## src/rtl/shiftreg_sched.sv

```systemverilog
// Fixed-priority scheduler sharing one parallel-load N-bit shift register among
// four requesters: grant, one load cycle, N shift cycles, then done or abort.
module shiftreg_sched #(
    parameter int N  = 4,
    parameter int CW = 4
) (
    input  logic           clk,
    input  logic           reset,
    input  logic [3:0]     req,
    input  logic [4*N-1:0] din,
    output logic [3:0]     gnt,
    output logic [1:0]     code,
    output logic           active,
    output logic           sr_load,
    output logic [N-1:0]   sr_d,
    output logic           sr_shift,
    output logic           busy,
    output logic           done,
    output logic           abort
);

    typedef enum logic [2:0] {
        S_IDLE,
        S_LOAD,
        S_SHIFT,
        S_DONE,
        S_ABORT
    } state_t;

    state_t        state_q, state_d;
    logic [CW-1:0] cnt_q, cnt_d;
    logic [1:0]    idx_q, idx_d;

    always_ff @(posedge clk) begin
        if (reset) begin
            state_q <= S_IDLE;
            cnt_q   <= '0;
            idx_q   <= '0;
        end else begin
            state_q <= state_d;
            cnt_q   <= cnt_d;
            idx_q   <= idx_d;
        end
    end

    always_comb begin
        state_d = state_q;
        cnt_d   = cnt_q;
        idx_d   = idx_q;
        unique case (state_q)
            S_IDLE: begin
                if (req != 4'b0000) begin
                    state_d = S_LOAD;
                    if (req[3])      idx_d = 2'd3;
                    else if (req[2]) idx_d = 2'd2;
                    else if (req[1]) idx_d = 2'd1;
                    else             idx_d = 2'd0;
                end
            end
            S_LOAD: begin
                if (!req[idx_q]) begin
                    state_d = S_ABORT;
                end else begin
                    state_d = S_SHIFT;
                    cnt_d   = '0;
                end
            end
            S_SHIFT: begin
                // Withdrawal wins even on the final shift cycle.
                if (!req[idx_q])                 state_d = S_ABORT;
                else if (cnt_q == CW'(N - 1))    state_d = S_DONE;
                else                             cnt_d   = cnt_q + 1'b1;
            end
            S_DONE:  state_d = S_IDLE;
            S_ABORT: state_d = S_IDLE;
            default: state_d = S_IDLE;
        endcase
    end

    always_comb begin
        active   = |req;
        busy     = (state_q != S_IDLE);
        sr_load  = (state_q == S_LOAD);
        sr_shift = (state_q == S_SHIFT);
        done     = (state_q == S_DONE);
        abort    = (state_q == S_ABORT);
        code     = busy ? idx_q : 2'd0;
        gnt      = 4'b0000;
        if (state_q == S_LOAD || state_q == S_SHIFT || state_q == S_DONE)
            gnt = 4'b0001 << idx_q;
        // The word is taken live from din during the load cycle only.
        sr_d = '0;
        if (state_q == S_LOAD)
            sr_d = din[idx_q*N +: N];
    end

endmodule

```

## config.mk

```make
export PLATFORM = sky130hd
export DESIGN_NAME = shiftreg_sched
export DESIGN_NICKNAME = d
export VERILOG_FILES = /design/src/rtl/shiftreg_sched.sv
export SDC_FILE = /design/constraint.sdc
export NUM_CORES = 1
export LEC_CHECK = 0
export ABC_AREA = 0
export CORE_MARGIN = 2
export CORE_UTILIZATION = 37
export DETAILED_ROUTE_END_ITERATION = 10
export GPL_TIMING_DRIVEN = 0
export PLACE_DENSITY = 0.82
export SETUP_SLACK_MARGIN = 0.5
export SYNTH_ARGS = -nofsm -noshare
export SYNTH_HDL_FRONTEND = slang
export SYNTH_SLANG_ARGS = --single-unit
```

## constraint.sdc

```tcl
create_clock -name clk -period 1.55 [get_ports clk]
set_input_delay 0.2325 -clock clk [delete_from_list [all_inputs] [get_ports clk]]
set_output_delay 0.2325 -clock clk [all_outputs]
set_load 0.05 [all_outputs]
```

Yosys cells after proc, flatten, opt, wreduce, memory -nomap -nowiden. Cells that the tools add are included.

Output and inout port bits: 16. Register bits: 9. Word-level logic and storage cells: 44.

Reductions and logical operators: 10. Shifts and indexed selects: 2. Mux-type cells: 17. Add/subtract/negate cells: 1. $lt $le $gt $ge: 1. Equality and inequality tests: 10.

Operators by type and width (number): $mux 4 (5); $shiftx 16x5->4 (1); $mux 3 (4); $pmux 3 s3 (1); $pmux 4 s2 (1); $eq 3x2->1 const B (2); $mux 2 (3); $add 4x1->4 const B (1); $eq 4x2->1 const B (1); $ne 2x1->1 const B (2); $ne 2x2->1 const B (2); $reduce_and 2->1 (2); $reduce_and 4->1 (1); $reduce_bool 4->1 (1); $reduce_or 4->1 (1); $shl 1x2->4 const A (1); $eq 3x1->1 const B (1); $eq 3x3->1 const B (1); $logic_not 3->1 (1); $lt 2x3->1 const B (1); $ne 3x2->1 const B (1); $reduce_bool 3->1 (1); $bmux 1 s2 (1); $logic_or 1x1->1 (2); other kinds (2) (3).

Logic depth before layout (Yosys ltp).
Depth after elaboration: 4. Mapped depth: 6.

Worst setup path after synthesis. No wires, ideal clock.

Path kind: flip-flop to output port. Start point: register idx_q[1]. End point: output port gnt[2]. Slack: -0.947 ns. Data required time: 1.317 ns. Buffers on the path: 1. Stages on the path, launching flop included: 3. Arrival: 2.265 ns. Cell sequence: dfxtp_1 -> clkbuf_1 -> nor4b_1.

Cells in the longest elaborated chain, start to end: 2.

Ends and longest elaborated chain: from (decl) (RTL line 32) `logic [1:0] idx_q, idx_d;`; from (signal assigned) (RTL line 42) `idx_q <= idx_d;`; $shl 1x2->4 (RTL line 90) `gnt = 4'b0001 << idx_q;`; $mux 4 (RTL line 89) `if (state_q == S_LOAD || state_q == S_SHIFT || state_q == S_DONE)`; to (decl) (RTL line 11) `output logic [3:0] gnt,`.

No other way between the ends.

Worst setup path after layout.
Start point: register idx_q[0]. End point: output port sr_d[0].

Cells in the longest elaborated chain, start to end: 2.

Ends and longest elaborated chain: $shiftx 16x5->4 (RTL line 94) `sr_d = din[idx_q*N +: N];`; $mux 4 (RTL line 93) `if (state_q == S_LOAD)`; to (decl) (RTL line 15) `output logic [N-1:0] sr_d,`.

No other way between the ends.

==> impl_metrics.csv <==
group,metric,value,unit
detailed_routing,route.detailed.drc,0,
final_layout,final_cell_count_without_fillers,162,
global_route,number_of_global_route_vias_before_repair,836,
final_layout,area_growth_syn_to_layout,133,%
detailed_routing,route.final.wire_length,3650,um
setup_path,endpoint,"sr_d[0]",
power,total_power,1.79,mW
detailed_routing,wl_per_cell,22.5,um
clock_tree,clock_sinks,9,
setup_path,worst_r2r_end,"cnt_q[3]$_SDFFE_PP0P_",
global_route,grt_use_total,29.1,%
setup_path,critical_path_arrival,1560,ps
final_layout,layout_common_cells,"buf_6 (20), clkdlybuf4s50_1 (16), buf_4 (12)",
clock_tree,inserted_clock_buffers,3,
sta,clock.fmax,558,MHz
setup_path,worst_r2r_startpoint,"state_q[2]$_SDFFE_PP0P_",
setup_path,ws_path_type,"reg2out",
final_layout,layout.cell_area.non_filler,1610,um2
global_route,grt_max_degree,11,
setup_path,setup.reg_to_reg.worst_slack,-150,ps
synthesis,async_reset_ff_share,0,%
synthesis,synth_enable_flop_cells,0,
power,total_power_divided_by_cell_area,1110,nW/um2
die,height_of_the_chip,47.2,um
sta,final.period_utilization,116,%
setup_path,critPathRequiredTime,1320,ps
die,fp.coreArea,1750,um2
detailed_routing,viasPerCell,5.88,
placed_design,dp.final_hpwl,1690,um
clock_tree,clkSlewWorstSetupHoldPaths,80,ps
synthesis,yosys_warnings,0,
sta,fin_worst_skew,20.0,ps
power,vdd.ir_drop.worst,754,uV
flow_run,timing.max_cap.violations,0,
sta,final-setup-viol-count,16,
clock_tree,htreeDepth,1,
detailed_routing,dr.pass1.iters,4,
die,num_rows,15,
setup_path,timing.reg2reg.worst_path_depth,7,
setup_path,sort_of_element_at_the_start_of_the_critical_path,"register",
setup_path,cp_slowest_stage_delay,510,ps
sta,rsz0062_at_grt,"yes",
clock_tree,cts_tree,"done",
power,total_leakage_power,0.635,nW
placed_design,post-place-ws,-652,ps
synthesis,dominantRegCellSynth,"dfxtp_1",
final_layout,n_antenna_cell,0,
final_layout,post_route_cells_drive_above_1_share,66.4,%
global_route,antenna_found_initial,0,
clock_tree,clk-insertion-delay-late,300,ps
setup_path,cp_cell_sequence,"buf_8, mux4_2, and2_4, buf_6",
sta,fin_setup_tns,-2050,ps
final_layout,layout_commonest_cell,"buf_6",
global_route,busiest_layer,"met2",
placed_design,io_buffer_count,36,
detailed_routing,starting_drt_drc_count,41,
synthesis,syn-cell-area,692,um2
sta,timing.slew.headroom,64.9,%
placed_design,placedCellCount,137,
detailed_routing,vias,952,
setup_path,end_kind,"output pin",
synthesis,postSynthCellCount,76,
global_route,grtUsageMet1,34.3,%
min_path,timing.hold.worst.class,"in2reg",
sta,final.setup.worst_slack,-242,ps
die,starting_density_of_the_core,39.6,%
sta,finalHoldViolations,0,
die,io_pins,38,
global_route,grt_overflow,0,
detailed_routing,detail-route-antenna-nets,0,
sta,hold-worst-slack,169,ps
setup_path,startpoint_of_the_most_critical_setup_path,"idx_q[0]$_SDFFE_PP0P_",
sta,report.final.slew_viol_count,0,
synthesis,syn-num-nets,99,
placed_design,placement.cell_area,1210,um2
die,floorplan.die_area,2230,um2
synthesis,per_instance_average_area_after_synthesis,9.10,um2
global_route,grt_pass1_wl,4340,um
die,floorplan.die.width,47.2,um
final_layout,finalCoreUtilization,92.5,%
synthesis,synth.yosys.seq_area_share,26.0,%
global_route,met2_usage,53.5,%
setup_path,critical_path.max_fanout,5,
synthesis,post_synth_cell_types,37,
clock_tree,max-clock-path-buffers,2,
placed_design,gp_routability_congestion,0.757,
final_layout,design.final.nets,161,
setup_path,cpMaxStageDelayCell,"mux4_2",
run_status,violations,"setup timing",
sta,period_minus_slack,1790,ps
global_route,grtUsageMet3,7.31,%
sta,tightestPinTransition,525,ps
synthesis,synth_seq_cells,9,
run_status,status,"complete, but fails checks",
clock_tree,clock-root-buffer,"clkbuf_4",
==> timing repair <==
action                                  in CTS  in global routing
pin swaps                                    8                 11
resized for setup                          155                 26
setup buffers                               11                  8
cloned                                       2                  0
hold buffers                                 0                  0
endpoints found under the setup margin      25                 25
==> report_power, final <==
| group | leakage (nW) | switching [mW] | internal, mW |
|---|---|---|---|
| registers | 0.0774 | 0.0407 | 0.264 |
| logic | 0.543 | 0.659 | 0.618 |
| clock network | 0.0150 | 0.111 | 0.100 |
==> area by class of cell <==
class / instances / area [um2]
plain buffers: 4 / 51.3
repair buffers: 57 / 626
well taps: 25 / 31.3
multi-input cells: 58 / 649
inverters: 5 / 31.3
flip-flops and latches: 9 / 199
fillers: 59 / 131
clock buffers: 4 / 26.3
==> cells in the mapped netlist (all sizes together), types with 2 or more instances <==
library cell / instances / area share, %
nor2b: 3 / 2.7
clkbuf: 2 / 2.5
o21ai: 5 / 4.2
nor3b: 2 / 2.9
nor2: 7 / 4.9
a21oi: 7 / 5.1
nand2: 2 / 1.1
inv: 4 / 2.2
nor4b: 2 / 2.5
or3b: 2 / 2.9
mux4: 5 / 16
nor3: 3 / 2.2
and2: 5 / 4.5
buf: 2 / 1.8
dfxtp: 9 / 26
==> worst min-delay path by stage <==
stage                      start                       to  slack (ps)  cells past startpoint
after floorplan           req[3]    idx_q[0]$_SDFFE_PP0P_         410                      2
after global placement     reset  state_q[0]$_SDFFE_PP0P_         470                      2
after detailed placement   reset  state_q[0]$_SDFFE_PP0P_         470                      2
after CTS                  reset    idx_q[1]$_SDFFE_PP0P_         180                      2
after global routing       reset  state_q[0]$_SDFFE_PP0P_         170                      2
final                      reset  state_q[0]$_SDFFE_PP0P_         170                      2
==> cells by family (layout without fill, tap and decap cells) <==
family | after synthesis | count (layout) | synth area share [%]
AND/OR/NAND/NOR | 36 | 36 | 34.4
AO/OA/AOI/OAI | 15 | 15 | 13.0
flip-flops | 9 | 9 | 26.0
buffers and inverters | 9 | 70 | 7.23
multiplexers | 5 | 5 | 16.3
adder cells (fa/ha/maj) | 1 | 1 | 1.81
XOR/XNOR | 1 | 1 | 1.27
==> routing by layer <==
layer	vias to the layer above	wire, um
li1	408	-
met1	470	1350
met2	54	1960
met3	20	187
met4	0	160
met5	-	0
==> sequential cells by signal, indices dropped and copies added, names as in the netlist <==
signal and cells:
state_q 3, idx_q 2, cnt_q 4
==> critical path: cells and delay by family, from the launching register on <==
kind | cells | cell delay (ps)
and+or+nand+nor | 1 | 160
buffers and inverters | 2 | 260
DFF | 1 | 350
muxes | 1 | 510
No activity file was read; power rests on OpenSTA's default activity.
==> RTL change: new RTL, config.mk and constraints unchanged <==
Encoding of `state_t`: now one-hot (5 bits for 5 states).
--- a/src/rtl/shiftreg_sched.sv
+++ b/src/rtl/shiftreg_sched.sv
@@ -21,8 +21,8 @@
 
-    typedef enum logic [2:0] {
-        S_IDLE,
-        S_LOAD,
-        S_SHIFT,
-        S_DONE,
-        S_ABORT
+    typedef enum logic [4:0] {
+        S_IDLE  = 5'b00001,
+        S_LOAD  = 5'b00010,
+        S_SHIFT = 5'b00100,
+        S_DONE  = 5'b01000,
+        S_ABORT = 5'b10000
     } state_t;
Check against the original RTL: same outputs for any inputs over 10 cycles, from zero or initial values and one cycle with reset high; not proved beyond that.
==> RTL change against the original RTL <==
  * The flow now stops in global routing (5_1_grt)
  * Synthesized area is 9.6% higher
==> RTL change: results (changes against the original RTL) <==
- Post-synthesis sequential area ratio: 0.2904 (was 0.2604)
- Syn avg cell area: 9.478 sq um (was 9.104 sq um)
- Root buf cell: clkbuf_4 (unchanged)
- Seq cells post-synth: 11 (was 9)
- Asr flop ratio synth: 0 (unchanged)
- Error msg: [ERROR DPL-0033] detailed placement checks failed during check placement.
- Inst Count DP: 143 (was 137)
- Netlist cell types: 35 (was 37)
- H-Tree Level Count: 1 (unchanged)
- Top cells by area, synth: dfxtp_1, mux4_1, and2_1 (was dfxtp_1, mux4_2, a21oi_1)
- Worst_ep kind: register data pin
- IO buf count: 36 (unchanged)
- Routability cong.: 0.7243 (was 0.7566)
- CTS Buf Count: 3 (unchanged)
- Largest net degree at the start of global routing: 11
- CTS Buffer Depth: 2 (unchanged)
- Synth warnings: 0 (unchanged)
- Top-count cell post-synth: dfxtp_1 (unchanged)
- Synth cell count leaders: dfxtp_1, nor2_1, nor3_1 (was dfxtp_1, a21oi_1, nor2_1)
- Fail Step: global routing (5_1_grt)
- HPWL Detailed: 1801 um (was 1694 um)
- Antenna violations before repair: 0
- Post-GRT worst EP: cnt_q[0]$_SDFFE_PP0P_/D
- Outcome: did not finish (was finished, violations left)
- Synth Net Count: 103 (was 99)
-- RTL change: changes by cell type after synthesis, moves of 3 or more --
| cell | before | now |
|---|---|---|
| a211oi_1 | 0 | 4 |
| a21oi_1 | 7 | 0 |
| mux4_1 | 0 | 4 |
| mux4_2 | 5 | 1 |
| nor3_1 | 3 | 6 |
-- RTL change: cells by family after synthesis --
| logic type | share of synthesized area |
|---|---|
| simple gates | 0.3102 |
| compound gates | 0.1271 |
| flops | 0.2904 |
| buf+inv | 0.06270 |
| mux | 0.1815 |
| xor+xnor | 0.01155 |
| fa+ha+maj | 0.01650 |
-- RTL change: timing repair --
action | in CTS
hold buffers | 0
setup endpoints to repair | 27
pin swaps | 14
gates resized for setup | 177
setup buffers | 26
-- RTL change: per-stage QoR --
step           cell area, sq um    util  setup slack [ns]
3_5_place_dp               1329  0.6843           -0.6677
4_1_cts                    1732  0.8918           -0.2194
3_3_place_gp               1329  0.6843           -0.6466
2_1_floorplan             934.6       -           0.04917
